[src/rtl/rev_sensor_encoder_if.sv]
// rev_sensor_encoder_if: engine sensor pins in, revolution zone / ignition results out
interface rev_sensor_encoder_if #(parameter int CNT_W = 12);
  logic             tach_in;
  logic             key_in;
  logic [1:0]       R;
  logic             A;
  logic             R_valid;
  logic [CNT_W-1:0] pulse_count;
  modport master (input tach_in, key_in, output R, A, R_valid, pulse_count);
  modport slave (output tach_in, key_in, input R, A, R_valid, pulse_count);
endinterface

[src/rtl/rev_sensor_encoder.sv]
// rev_sensor_encoder: windowed tach pulse counter with hysteretic RPM zones and debounced ignition
module rev_sensor_encoder #(
  parameter int WINDOW_CYCLES = 1000,
  parameter int CNT_W         = 12,
  parameter int TH1           = 10,
  parameter int TH2           = 25,
  parameter int TH3           = 40,
  parameter int HYST          = 2,
  parameter int DEB_CYCLES    = 16
) (
  input logic clk,
  input logic reset,
  rev_sensor_encoder_if.master bus
);
  localparam int WW = $clog2(WINDOW_CYCLES + 1);
  localparam int DW = $clog2(DEB_CYCLES + 1);
  localparam logic [CNT_W-1:0] MAXC = '1;
  logic [1:0] tach_sync, key_sync;
  logic tach_prev, a, valid;
  logic [DW-1:0] deb_cnt;
  logic [WW-1:0] win_cnt;
  logic [CNT_W-1:0] edge_cnt, pc, final_cnt;
  logic [1:0] r, up_zone, dn_zone, next_r;
  logic tach_edge, key_diff, a_flip, run, win_end;
  function automatic logic [1:0] zone(input int c);
    return c >= TH3 ? 2'd3 : c >= TH2 ? 2'd2 : c >= TH1 ? 2'd1 : 2'd0;
  endfunction
  // a window closing on the same edge that A falls is discarded: A wins
  always_comb begin
    tach_edge = tach_sync[1] & ~tach_prev;
    key_diff  = key_sync[1] ^ a;
    a_flip    = key_diff && deb_cnt == DW'(DEB_CYCLES - 1);
    run       = a & ~a_flip;
    win_end   = run && win_cnt == WW'(WINDOW_CYCLES - 1);
    final_cnt = edge_cnt == MAXC ? MAXC : edge_cnt + CNT_W'(tach_edge);
    up_zone   = zone(int'(final_cnt));
    dn_zone   = zone(int'(final_cnt) + HYST);
    next_r    = up_zone > r ? up_zone : dn_zone < r ? dn_zone : r;
  end
  always_ff @(posedge clk or negedge reset) begin
    if (!reset) begin
      tach_sync <= '0;
      key_sync  <= '0;
      tach_prev <= 1'b0;
      deb_cnt   <= '0;
      a         <= 1'b0;
      valid     <= 1'b0;
      win_cnt   <= '0;
      edge_cnt  <= '0;
      pc        <= '0;
      r         <= '0;
    end else begin
      tach_sync <= {tach_sync[0], bus.tach_in};
      key_sync  <= {key_sync[0], bus.key_in};
      tach_prev <= tach_sync[1];
      deb_cnt   <= key_diff && !a_flip ? deb_cnt + 1'b1 : '0;
      a         <= a ^ a_flip;
      valid     <= win_end;
      if (!run) begin
        win_cnt  <= '0;
        edge_cnt <= '0;
        pc       <= '0;
        r        <= '0;
      end else if (win_end) begin
        win_cnt  <= '0;
        edge_cnt <= '0;
        pc       <= final_cnt;
        r        <= next_r;
      end else begin
        win_cnt  <= win_cnt + 1'b1;
        edge_cnt <= final_cnt;
      end
    end
  end
  assign bus.R           = r;
  assign bus.A           = a;
  assign bus.R_valid     = valid;
  assign bus.pulse_count = pc;
endmodule

[src/flat_wrapper.sv]
// flat-port wrapper written by rule: the top's interface ports become plain ports
module rev_sensor_encoder_flat 
#(
  parameter int WINDOW_CYCLES = 1000,
  parameter int CNT_W         = 12,
  parameter int TH1           = 10,
  parameter int TH2           = 25,
  parameter int TH3           = 40,
  parameter int HYST          = 2,
  parameter int DEB_CYCLES    = 16
)
  (clk, reset, bus_tach_in, bus_key_in, bus_R, bus_A, bus_R_valid, bus_pulse_count);
  rev_sensor_encoder_if #(.CNT_W(CNT_W)) bus_i ();
  input logic clk;
  input logic reset;
  input wire logic [$bits(bus_i.tach_in)-1:0] bus_tach_in;
  input wire logic [$bits(bus_i.key_in)-1:0] bus_key_in;
  output wire logic [$bits(bus_i.R)-1:0] bus_R;
  output wire logic [$bits(bus_i.A)-1:0] bus_A;
  output wire logic [$bits(bus_i.R_valid)-1:0] bus_R_valid;
  output wire logic [$bits(bus_i.pulse_count)-1:0] bus_pulse_count;
  assign bus_i.tach_in = bus_tach_in;
  assign bus_i.key_in = bus_key_in;
  assign bus_R = bus_i.R;
  assign bus_A = bus_i.A;
  assign bus_R_valid = bus_i.R_valid;
  assign bus_pulse_count = bus_i.pulse_count;
  rev_sensor_encoder #(.WINDOW_CYCLES(WINDOW_CYCLES), .CNT_W(CNT_W), .TH1(TH1), .TH2(TH2), .TH3(TH3), .HYST(HYST), .DEB_CYCLES(DEB_CYCLES)) u_core (.clk(clk), .reset(reset), .bus(bus_i));
endmodule
[config.mk]
export PLATFORM = sky130hd
export DESIGN_NAME = rev_sensor_encoder_flat
export DESIGN_NICKNAME = d
export VERILOG_FILES = /design/src/rtl/rev_sensor_encoder_if.sv /design/src/rtl/rev_sensor_encoder.sv /design/src/flat_wrapper.sv
export SDC_FILE = /design/constraint.sdc
export NUM_CORES = 1
export LEC_CHECK = 0
export BUFFER_PORTS_ARGS = -buffer_cell sky130_fd_sc_hd__buf_4
export CORE_UTILIZATION = 45
export DETAILED_ROUTE_END_ITERATION = 8
export PLACE_DENSITY_LB_ADDON = 0.05
export SLEW_MARGIN = 5
export SYNTH_ARGS = -nofsm -noshare
export SYNTH_HDL_FRONTEND = slang
export SYNTH_SLANG_ARGS = --single-unit
[constraint.sdc]
create_clock -name clk -period 4.2 [get_ports clk]
set_clock_uncertainty 0.05 [all_clocks]
set_input_delay 0.21 -clock clk [delete_from_list [all_inputs] [get_ports clk]]
set_output_delay 0.21 -clock clk [all_outputs]
set_load 0.01 [all_outputs]
* Yosys cells after proc, flatten, opt, wreduce, memory -nomap -nowiden
Index checks and enable logic that the tools add are counted.
** Storage, ports and cells
- Register bits after elaboration :: 48
- Bits in latches :: 0
- RAM bits :: 0
- Memory bits (read-only) :: 0
- Input port bits :: 4
- Output and inout port bits :: 16
- Word-level logic and storage cells :: 56
- Memories kept :: 0
** Cells by class
- Add/subtract/negate cells :: 4
- Multiply operators :: 0
- Div/mod/pow operators :: 0
- Magnitude comparators :: 8
- Equality and inequality tests :: 5
- Shift-type cells :: 0
- Mux-type cells :: 18
- Bitwise logic cells :: 6
- Reductions and logical operators :: 5
** Operators with widths (count)
- $mux W12 :: 5
- $ge A32 B5 Y1 const B :: 1
- $ge A32 B6 Y1 const B :: 1
- $ge A32 B7 Y1 const B :: 1
- $mux W10 :: 2
- $mux W2 :: 8
- $add A12 B2 Y13 const B :: 1
- $add A12 B1 Y12 :: 1
- $eq A12 B12 Y1 const B :: 1
- $ge A12 B4 Y1 const B :: 1
- $ge A12 B5 Y1 const B :: 1
- $ge A12 B6 Y1 const B :: 1
- $add A10 B1 Y10 const B :: 1
- $eq A10 B10 Y1 const B :: 1
- $add A5 B1 Y5 const B :: 1
- $eq A5 B4 Y1 const B :: 1
- $mux W5 :: 1
- $logic_and A1 B1 Y1 :: 3
- $ne A3 B3 Y1 const B :: 1
- $and A1 B1 Y1 :: 2
- $gt A2 B2 Y1 :: 1
- $lt A2 B2 Y1 :: 1
- $mux W1 :: 2
- $ne A2 B2 Y1 const B :: 1
- other kinds (4) :: 6

* Depth between registers and ports, before layout
Gate-level depths: netlist of run 1.
- Depth in word-level cells :: 14
- Depth in mapped cells :: 19
- Gate-level depth less buffers :: 18

* Least setup slack after synthesis of run 1
No wires, ideal clock.
- Path type :: reg2reg
- From :: register u_core.tach_prev
- To :: register u_core.r[1] (netlist: u_core.bus.R[1])
- Library setup time :: 82 ps
- Data arrival time :: 3350 ps
- Required time :: 4068 ps
- Path slack :: 717 ps
- Cell stages (with the launch flop) :: 18
- Path through :: dfrtp_1 > nor2b_1 > ha_1 > ha_1 > buf_4 > inv_1 > nor3_2 > mux2i_2 > or4_4 > nand2b_1 > ha_1 > nor2b_1 > o21ai_0 > and2b_1 > nand2_1 > nand2_1 > a31oi_1 > o22ai_1
** On the way
- Longest elaborated chain between the ends :: 12
- Elaborated cells on any way between the ends :: 25
- Classes of those cells :: add/sub: 2; order compare: 8; eq/ne: 1; mux: 11; bitwise: 2; reduce/logical: 1
** Ends and longest elaborated chain
- start, declared :: RTL line rev_sensor_encoder.sv:19 : logic tach_prev, a, valid;
- start signal, assigned :: RTL line rev_sensor_encoder.sv:55 : tach_prev <= tach_sync[1];
- $not A1 Y1 (*) :: RTL line rev_sensor_encoder.sv:30 : tach_edge = tach_sync[1] & ~tach_prev;
- $and A1 B1 Y1 (*) :: RTL line rev_sensor_encoder.sv:30
- $add A12 B1 Y12 (*) :: RTL line rev_sensor_encoder.sv:35 : final_cnt = edge_cnt == MAXC ? MAXC : edge_cnt + CNT_W'(tach_edge);
- $mux W12 (*) :: RTL line rev_sensor_encoder.sv:35
- $add A12 B2 Y13 / $ge A12 B4 Y1 (equally long branches) :: RTL line rev_sensor_encoder.sv:37, rev_sensor_encoder.sv:26
- $ge A32 B5 Y1 (tied with other cells) :: RTL line rev_sensor_encoder.sv:26 : return c >= TH3 ? 2'd3 : c >= TH2 ? 2'd2 : c >= TH1 ? 2'd1 : 2'd0;
- $mux W1 / $mux W2 (equally long branches) :: RTL line rev_sensor_encoder.sv:26
- $mux W2 :: RTL line rev_sensor_encoder.sv:26
- $mux W2 (tied with other cells) :: RTL line rev_sensor_encoder.sv:26
- $lt A2 B2 Y1 / $mux W2 (equally long branches) :: RTL line rev_sensor_encoder.sv:38 : next_r = up_zone > r ? up_zone : dn_zone < r ? dn_zone : r;
- $ne A3 B3 Y1 (no line) / $mux W2 (equally long branches)
- $reduce_and A2 Y1 (no line) / $mux W2 (equally long branches)
- end signal, assigned :: RTL line rev_sensor_encoder.sv:68 : r <= next_r;
- end, declared :: RTL line rev_sensor_encoder.sv:23 : logic [1:0] r, up_zone, dn_zone, next_r;
Every way passes the cells marked *; elsewhere a longest branch is shown, timed or not. The select of a mux whose other input is x is not followed.
A chain may end at the register's enable or synchronous reset.

* Final worst setup path of run 1
Same ends and word-level chain as after synthesis.

==> results of run 1 <==
[area by class of cell]
class	instances	area, sq um	area share
repair buffers	28	218	0.0672
well taps	75	93.8	0.0290
multi-input cells	221	1580	0.487
clock inverters	2	15.0	0.00463
clock buffers	6	82.6	0.0255
flip-flops and latches	48	1200	0.371
inverters	14	52.6	0.0162
[flip-flops by register name, summed over array words and instances (netlist names), named ones only]
signal	count
u_core.bus.R_valid	1
u_core.bus.R	2
u_core.key_sync	2
u_core.win_cnt	10
u_core.bus.pulse_count	12
u_core.tach_prev	1
u_core.edge_cnt	12
u_core.deb_cnt	5
u_core.tach_sync	2
[power breakdown]
part           switching, mW  internal (mW)  total (mW)
Combinational         0.0130        0.00683      0.0198
Sequential           0.00258          0.466       0.469
Clock                  0.160          0.133       0.294
Total                  0.176          0.607       0.782
[timing repair]
item,in CTS,in global routing
setup endpoints to repair,0,2
endpoints found under the hold margin,50,0
hold buffers,3,0
gates resized for setup,0,1
[per-stage QoR]
stage,worst slack [ns],cell area [sq um],std cells,power (mW),hold slack (ns)
6_report,0.272,3240,394,0.782,0.310
2_1_floorplan,0.717,2910,295,0.483,-0.136
5_1_grt,0.0222,3240,394,0.810,0.315
3_5_place_dp,0.238,3110,383,0.497,0.213
4_1_cts,0.167,3240,394,0.794,0.313
3_3_place_gp,0.317,3110,383,0.497,0.211
[synth_stat cells, types with 2 or more instances]
library cell,count
a211oi_1,4
a21boi_0,2
a21oi_1,9
a21oi_2,2
a31o_2,2
a31oi_1,3
and2_1,3
and3_1,8
and4_4,2
buf_4,5
buf_6,3
clkbuf_1,4
dfrtp_1,48
ha_1,10
inv_1,13
mux2_2,3
mux2i_1,6
mux2i_4,2
nand2_1,15
nand3_1,9
nand3_2,2
nand3b_1,2
nand4_1,3
nand4b_1,2
nor2_1,46
nor2b_1,6
nor3_1,8
nor4_1,2
o2111ai_1,3
o211a_1,2
o211ai_1,4
o21a_1,3
o21ai_0,8
o21ai_1,2
or3_1,2
xnor2_1,10
xor2_1,6
[per-layer routing]
metal,wire length (microns),part of all wire,up-vias
met5,0,0,-
met4,90,0.014,0
met3,120,0.019,8
met2,2890,0.45,19
met1,3290,0.52,1066
li1,-,-,1097
[layout by cell type (no fill, tap or decap), drive strengths merged, types with 4 or more instances in the layout]
cell type,n
o21ai,11
a31oi,4
ha,10
xor2,6
nand4,5
buf,25
mux2i,9
inv,14
and4,4
nand2,16
nand3,12
o211ai,4
a21oi,11
xnor2,10
nor2b,6
o21a,4
nor2,46
a211oi,4
clkbuf,6
nor3,9
and3,8
dfrtp,48
[critical path, cell delays in order (launching register included)]
cell,delay [ns]
dfrtp_1,0.37
nor2b_1,0.11
ha_1,0.29
ha_2,0.35
inv_1,0.13
nor3_2,0.24
mux2i_2,0.15
or4_4,0.56
nand2b_1,0.18
ha_1,0.29
nor2b_1,0.13
o21ai_0,0.41
and2b_1,0.25
nand2_1,0.07
nand2_1,0.06
a31oi_1,0.05
o22ai_1,0.15
[cell families (layout without fill, tap and decap cells)]
family | Yosys count | in the layout | share of synthesized area
AO/OA/AOI/OAI | 60 | 60 | 0.161
XOR/XNOR | 16 | 16 | 0.0481
adder cells (fa/ha/maj) | 10 | 10 | 0.0429
buffers and inverters | 26 | 50 | 0.0477
flip-flops | 48 | 48 | 0.412
multiplexers | 12 | 12 | 0.0524
AND/OR/NAND/NOR | 123 | 123 | 0.236
[final timing paths]
path,cells past startpoint,startpoint,to
worst min-delay path,0,u_core.key_sync[0],u_core.key_sync[1]
worst max register to register,16,u_core.tach_prev,u_core.bus.R[1]
worst min register to register,0,u_core.key_sync[0],u_core.key_sync[1]
max in group asynchronous,2,reset,u_core.edge_cnt[4]
worst max-delay path,16,u_core.tach_prev,u_core.bus.R[1]
min in group asynchronous,2,reset,u_core.bus.pulse_count[7]
==> impl_results.md, run 1 <==
- Result of the run: complete, no violations
- Initial antenna violation count: 0
- Worst reg-to-reg setup slack: around 0.27 ns
- DRC viols: 0
- Path type of the worst setup path: flop to flop
- Most area-hungry cell type in the Yosys netlist: dfrtp_1
- Achievable clock frequency: about 250 MHz
- Overall die width: a little over 80 microns
- Global-route met2 utilization: 0.324
- Die footprint: around 7000 sq um
- Post-detail-place hpwl: 4780 microns
- Initial DRC count: 103
- Post-Syn Instances: 295
- Wire length of the first global-routing pass: around 11000 microns
- Count of H-tree levels built during CTS: 2
- Number of nets at the end of the flow: ~330
- Buffers from clock root to sink, at most: 2
- Nature of the critical path startpoint: flop
- Hold Path Class: flop to flop
- Routed via count divided by cell count: 5.56
- Area added between synthesis and finish: 11.2%
- Final setup fails: 0
- Mean area per synthesized cell: about 10 sq um
- Warnings, synthesis: 0
- Number of enable flip-flop cells after synthesis: 0
- Antenna Diode Count: 0
- Max-cap check violation count: 0
- Cell variety after synth: between 60 and 70
- Post-synth top area share: 0.412
- Total length of routed wires: 6390 microns
- Post-layout utilization of the core: 0.531
- Final GP Congestion: 0.846
- Netlist Area Pre-Place: around 2900 sq um
- Number of clock sinks: between 40 and 50
- Critical path fanouts, max: 9
- Worst relative slew slack: 0.536
- Post-route clock period utilization: 0.935
- IO buf count: 19
- Required @ worst endpoint: 4.37 ns
- Fraction of layout cells with a size suffix above 1: 0.207
- Ports: 20
- Setup_tns: 0 ns
- Synthesis-stage register bit count: 48
- Worst-case vdd ir drop: ~140 uV
- Initial core utilization: 0.478
- Global Route Usage Sum: 0.215
- Fin. max-slew vios: 0
- Met1 track utilization from global routing: 0.313
- Cell at the root of the clock tree: clkbuf_8
- Filler cells: around 600
- Met3 capacity usage during global routing: 0.0396
- Share of async-settable or async-resettable flops after synthesis: 1.00
- CP endpoint kind: flop
- Congestion Overflow GR: 0
- Core Rows: 28
- Number of buffers added by the clock tree synthesis step: 5
- Critical path data arrival time: 4.10 ns
- Vertical extent of the die: between 80 and 90 microns
- Maximum number of pins on one net before global-route repair: 49
- P_leak: about 1.4 nW
- CTS clock-pin slew for the worst setup and hold paths: 0.09 ns
- Post CTS Setup Buffer Count: 0
- Largest cells by area after synthesis: dfrtp_1, nor2_1, ha_1, xnor2_1, mux2i_1
- Number of global-route vias before repair: around 2100
- Post-route ant nets: 0
- Sequential-to-total area share from yosys stat: 0.412
- Dominant register cell in the synthesized netlist: dfrtp_1
- Layer with the highest usage after global routing: met2
- Routed WL per cell: between 15 and 20 microns
- Synth Net Count: slightly above 300
- Tmin final: a little under 4 ns
- Clock network latency to the later pin of the worst-skew pair: ~0.30 ns
- Total core area: between 6000 and 7000 sq um
- Routed via count: ~2200
- First-pass detailed-route iteration total: 4
- Unrepaired setup endpoints after global routing: no
- CTS tree: done
- Cell Pwr Density: 242 nW/um^2
- Total count of hold-check failures in the final report: 0
- Slew at the pin with the worst max-slew slack: 0.691 ns
Note: power is estimated with default switching activity, not from simulation.
==> run 2, diff against run 1 <==
Settings changed: CTS_BUF_LIST from default to sky130_fd_sc_hd__clkbuf_2.
Clock period 4.2 ns to 3.2 ns, I/O delays scaled along.
==> run 2 against run 1 <==
The run now ends with setup timing left. Sequential power rose by 32%. Cell area rose by 21%. Power rose by 35%. Register-to-register slack got worse by 0.44 ns. Wire length rose by 7.8%. Clock-buffer cell count fell by 1. Worst setup slack got worse by 0.44 ns. Non-clock buffer count rose by 59. Critical path depth did not move. Die area did not move. Hold slack got worse by 0.15 ns. Global-route usage rose by 0.33 points. Highest routed layer unchanged.
==> impl_results.md, run 2 (same netlist as run 1, synthesis figures left out) <==
- Result of the run: complete, but fails checks (was complete, no violations)
- Violated checks: setup timing
- CP endpoint kind: flop (unchanged)
- Slowest stage delay, CP: 0.46 ns (was 0.56 ns)
- Count of H-tree levels built during CTS: 2 (unchanged)
- Critical path fanouts, max: 7 (was 9)
- CTS clock-pin slew for the worst setup and hold paths: 0.27 ns (was 0.09 ns)
- Total length of routed wires: 6890 microns (was 6390 microns)
- Routed via count: 2445 (was 2190)
- Reg2reg path depth: 16 (unchanged)
- Initial antenna violation count: 0 (unchanged)
- Initial core utilization: 0.478 (unchanged)
- Number of global-route vias before repair: 2308 (was 2121)
- IO buf count: 19 (unchanged)
- Post-placement cell count: 436 (was 383)
- Wire length of the first global-routing pass: 11000 microns (was 10700 microns)
- Critical Path, Cell by Cell: nor2b_4 -> ha_4 -> and4_4 -> nand4_4 -> mux2i_4 -> nand3_2 -> or4_4 -> nand2b_4 -> ha_4 -> nor2b_4 -> o21ai_4 -> and2b_2 -> nand2_1 -> nand2_1 -> a31oi_1 -> o22ai_1 (was nor2b_1 -> ha_1 -> ha_2 -> inv_1 -> nor3_2 -> mux2i_2 -> or4_4 -> nand2b_1 -> ha_1 -> nor2b_1 -> o21ai_0 -> and2b_1 -> nand2_1 -> nand2_1 -> a31oi_1 -> o22ai_1)
- CTS tree: done (unchanged)
- Worst-case vdd ir drop: 274 uV (was 140 uV)
- Critical path data arrival time: 3.65 ns (was 4.10 ns)
- Area added between synthesis and finish: 34.5% (was 11.2%)
- Maximum number of pins on one net before global-route repair: 49 (unchanged)
- Die footprint: 6800 sq um (unchanged)
- Antenna Diode Count: 0 (unchanged)
- Path type of the worst setup path: flop to flop (unchanged)
- Required @ worst endpoint: 3.48 ns (was 4.37 ns)
- Nature of the critical path startpoint: flop (unchanged)
- Post-detail-place hpwl: 5140 microns (was 4780 microns)
- Number of nets at the end of the flow: 391 (was 332)
- Clock network latency to the later pin of the worst-skew pair: 0.44 ns (was 0.30 ns)
- Tmin final: 3.36 ns (was 3.93 ns)
- Cell Pwr Density: 270 nW/um^2 (was 242 nW/um^2)
- Post-layout total power: 1.06 mW (was 0.782 mW)
- Met3 capacity usage during global routing: 0.0319 (was 0.0396)
- Cell at the root of the clock tree: clkbuf_2 (was clkbuf_8)
- Worst reg2reg endpoint: u_core.bus.R[1] (unchanged)
- Hold Path Class: input pin to asynchronous set/reset pin (was flop to flop)
- Met1 track utilization from global routing: 0.286 (was 0.313)
- Commonest non-fill, non-tap cell in the layout: buf_4 (was dfrtp_1)
- Total core area: 6100 sq um (unchanged)
- Routed via count divided by cell count: 5.40 (was 5.56)
- Routed WL per cell: 15.2 microns (was 16.2 microns)
- Fraction of layout cells with a size suffix above 1: 0.399 (was 0.207)
- First-pass detailed-route iteration total: 4 (unchanged)
- Vertical extent of the die: 82.5 microns (unchanged)
- Post-route ant nets: 0 (unchanged)
- Congestion Overflow GR: 0 (unchanged)
- Overall die width: 82.5 microns (unchanged)
- Global Route Usage Sum: 0.219 (was 0.215)
- Crit path max-delay cell type: dfrtp_1 (was or4_4)
- Number of standard cells in the final layout excluding fillers: 453 (was 394)
- Global-route met2 utilization: 0.369 (was 0.324)
- Buffers from clock root to sink, at most: 2 (unchanged)
- Final GP Congestion: 0.905 (was 0.846)
- Worst reg-to-reg setup slack: -0.16 ns (was 0.27 ns)
- Total count of hold-check failures in the final report: 0 (unchanged)
- Unrepaired setup endpoints after global routing: yes (was no)
- Post-layout utilization of the core: 0.643 (was 0.531)
- Filler cells: 531 (was 615)
- Final setup margin: -0.165 ns (was 0.272 ns)
- Initial DRC count: 107 (was 103)
- Worst relative slew slack: 0.556 (was 0.536)
- Fin. max-slew vios: 0 (unchanged)
- Most used cells in the layout excluding fill and tap cells: buf_4, dfrtp_1, nor2_1 (was dfrtp_1, nor2_1, buf_4)
- Final setup fails: 2 (was 0)
- Number of buffers added by the clock tree synthesis step: 5 (unchanged)
- DP Worst Slack: -0.258 ns (was 0.238 ns)
- Max-cap check violation count: 0 (unchanged)
- P_leak: 1.71 nW (was 1.37 nW)
- Core Rows: 28 (unchanged)
- Post-route clock period utilization: 1.05 (was 0.935)
- Ports: 20 (unchanged)
- Slew at the pin with the worst max-slew slack: 0.665 ns (was 0.691 ns)
- Setup_tns: -0.219 ns (was 0 ns)
- Number of clock sinks: 48 (unchanged)
- Layer with the highest usage after global routing: met2 (unchanged)
- DRC viols: 0 (unchanged)
- Worst flop-to-flop path startpoint: u_core.tach_prev (unchanged)
- Achievable clock frequency: 297 MHz (was 255 MHz)
run 2: cell types whose count changed in the layout (fill, tap and decap cells not counted), moves of 5 or more:
cell	change
clkbuf_8	-6
clkbuf_2	+5
ha_4	+6
ha_1	-5
buf_4	+55
run 2: how the worst max path moves through the flow:
stage,slack [ns],cells past startpoint,start,to
global route,-0.25,18,u_core.edge_cnt[0],u_core.bus.R[1]
global placement,-0.23,16,u_core.tach_prev,u_core.bus.R[1]
detailed placement,-0.26,16,u_core.tach_sync[1],u_core.bus.R[1]
CTS,-0.12,16,u_core.tach_prev,u_core.bus.R[1]
floorplan,0.01,17,u_core.tach_prev,u_core.bus.R[1]
finish,-0.16,16,u_core.tach_prev,u_core.bus.R[1]
run 2: timing repair:
action | in CTS | in global routing
setup endpoints to repair | 2 | 2
buffers inserted | 6 | 0
hold endpoints to repair | 50 | 0
pin swaps | 21 | 5
hold buffers | 3 | 0
gates resized for setup | 25 | 9
run 2: stage by stage:
step	instance area, sq um	hold WS [ns]
CTS	3870	0.161
floorplan	2970	-0.186
global route	3920	0.194
finish	3920	0.162
global placement	3570	0.155
detailed placement	3570	0.161
run 2: worst max-delay path: cells and delay by family (launching register included):
| kind | cells | cell delay, ns |
|---|---|---|
| fa+ha+maj | 2 | 0.48 |
| compound gates | 3 | 0.34 |
| mux | 1 | 0.21 |
| flops | 1 | 0.46 |
| simple gates | 10 | 1.74 |
run 2: layer usage:
layer  part of all wire  wire [microns]  vias to the layer above
met2               0.49            3370                       34
met5                  0               0                        -
met4              0.014              95                        0
li1                   -               -                     1230
met3              0.023             157                        8
met1               0.47            3260                     1173
run 2: final cells by class:
| type | count | area (sq um) | share of cell area |
|---|---|---|---|
| Clock buffer | 5 | 25.0 | 0.00638 |
| Multi-Input combinational cell | 221 | 1790 | 0.457 |
| Inverter | 14 | 55.1 | 0.0140 |
| Tap cell | 75 | 93.8 | 0.0239 |
| Sequential cell | 48 | 1200 | 0.306 |
| Timing Repair Buffer | 87 | 684 | 0.175 |
| Clock inverter | 3 | 68.8 | 0.0176 |
run 2: power by group:
part | leakage (nW) | switching, mW | internal [mW]
registers | 0.657 | 0.00402 | 0.614
logic | 0.996 | 0.0175 | 0.0111
clock network | 0.0536 | 0.197 | 0.213
total | 1.71 | 0.218 | 0.838
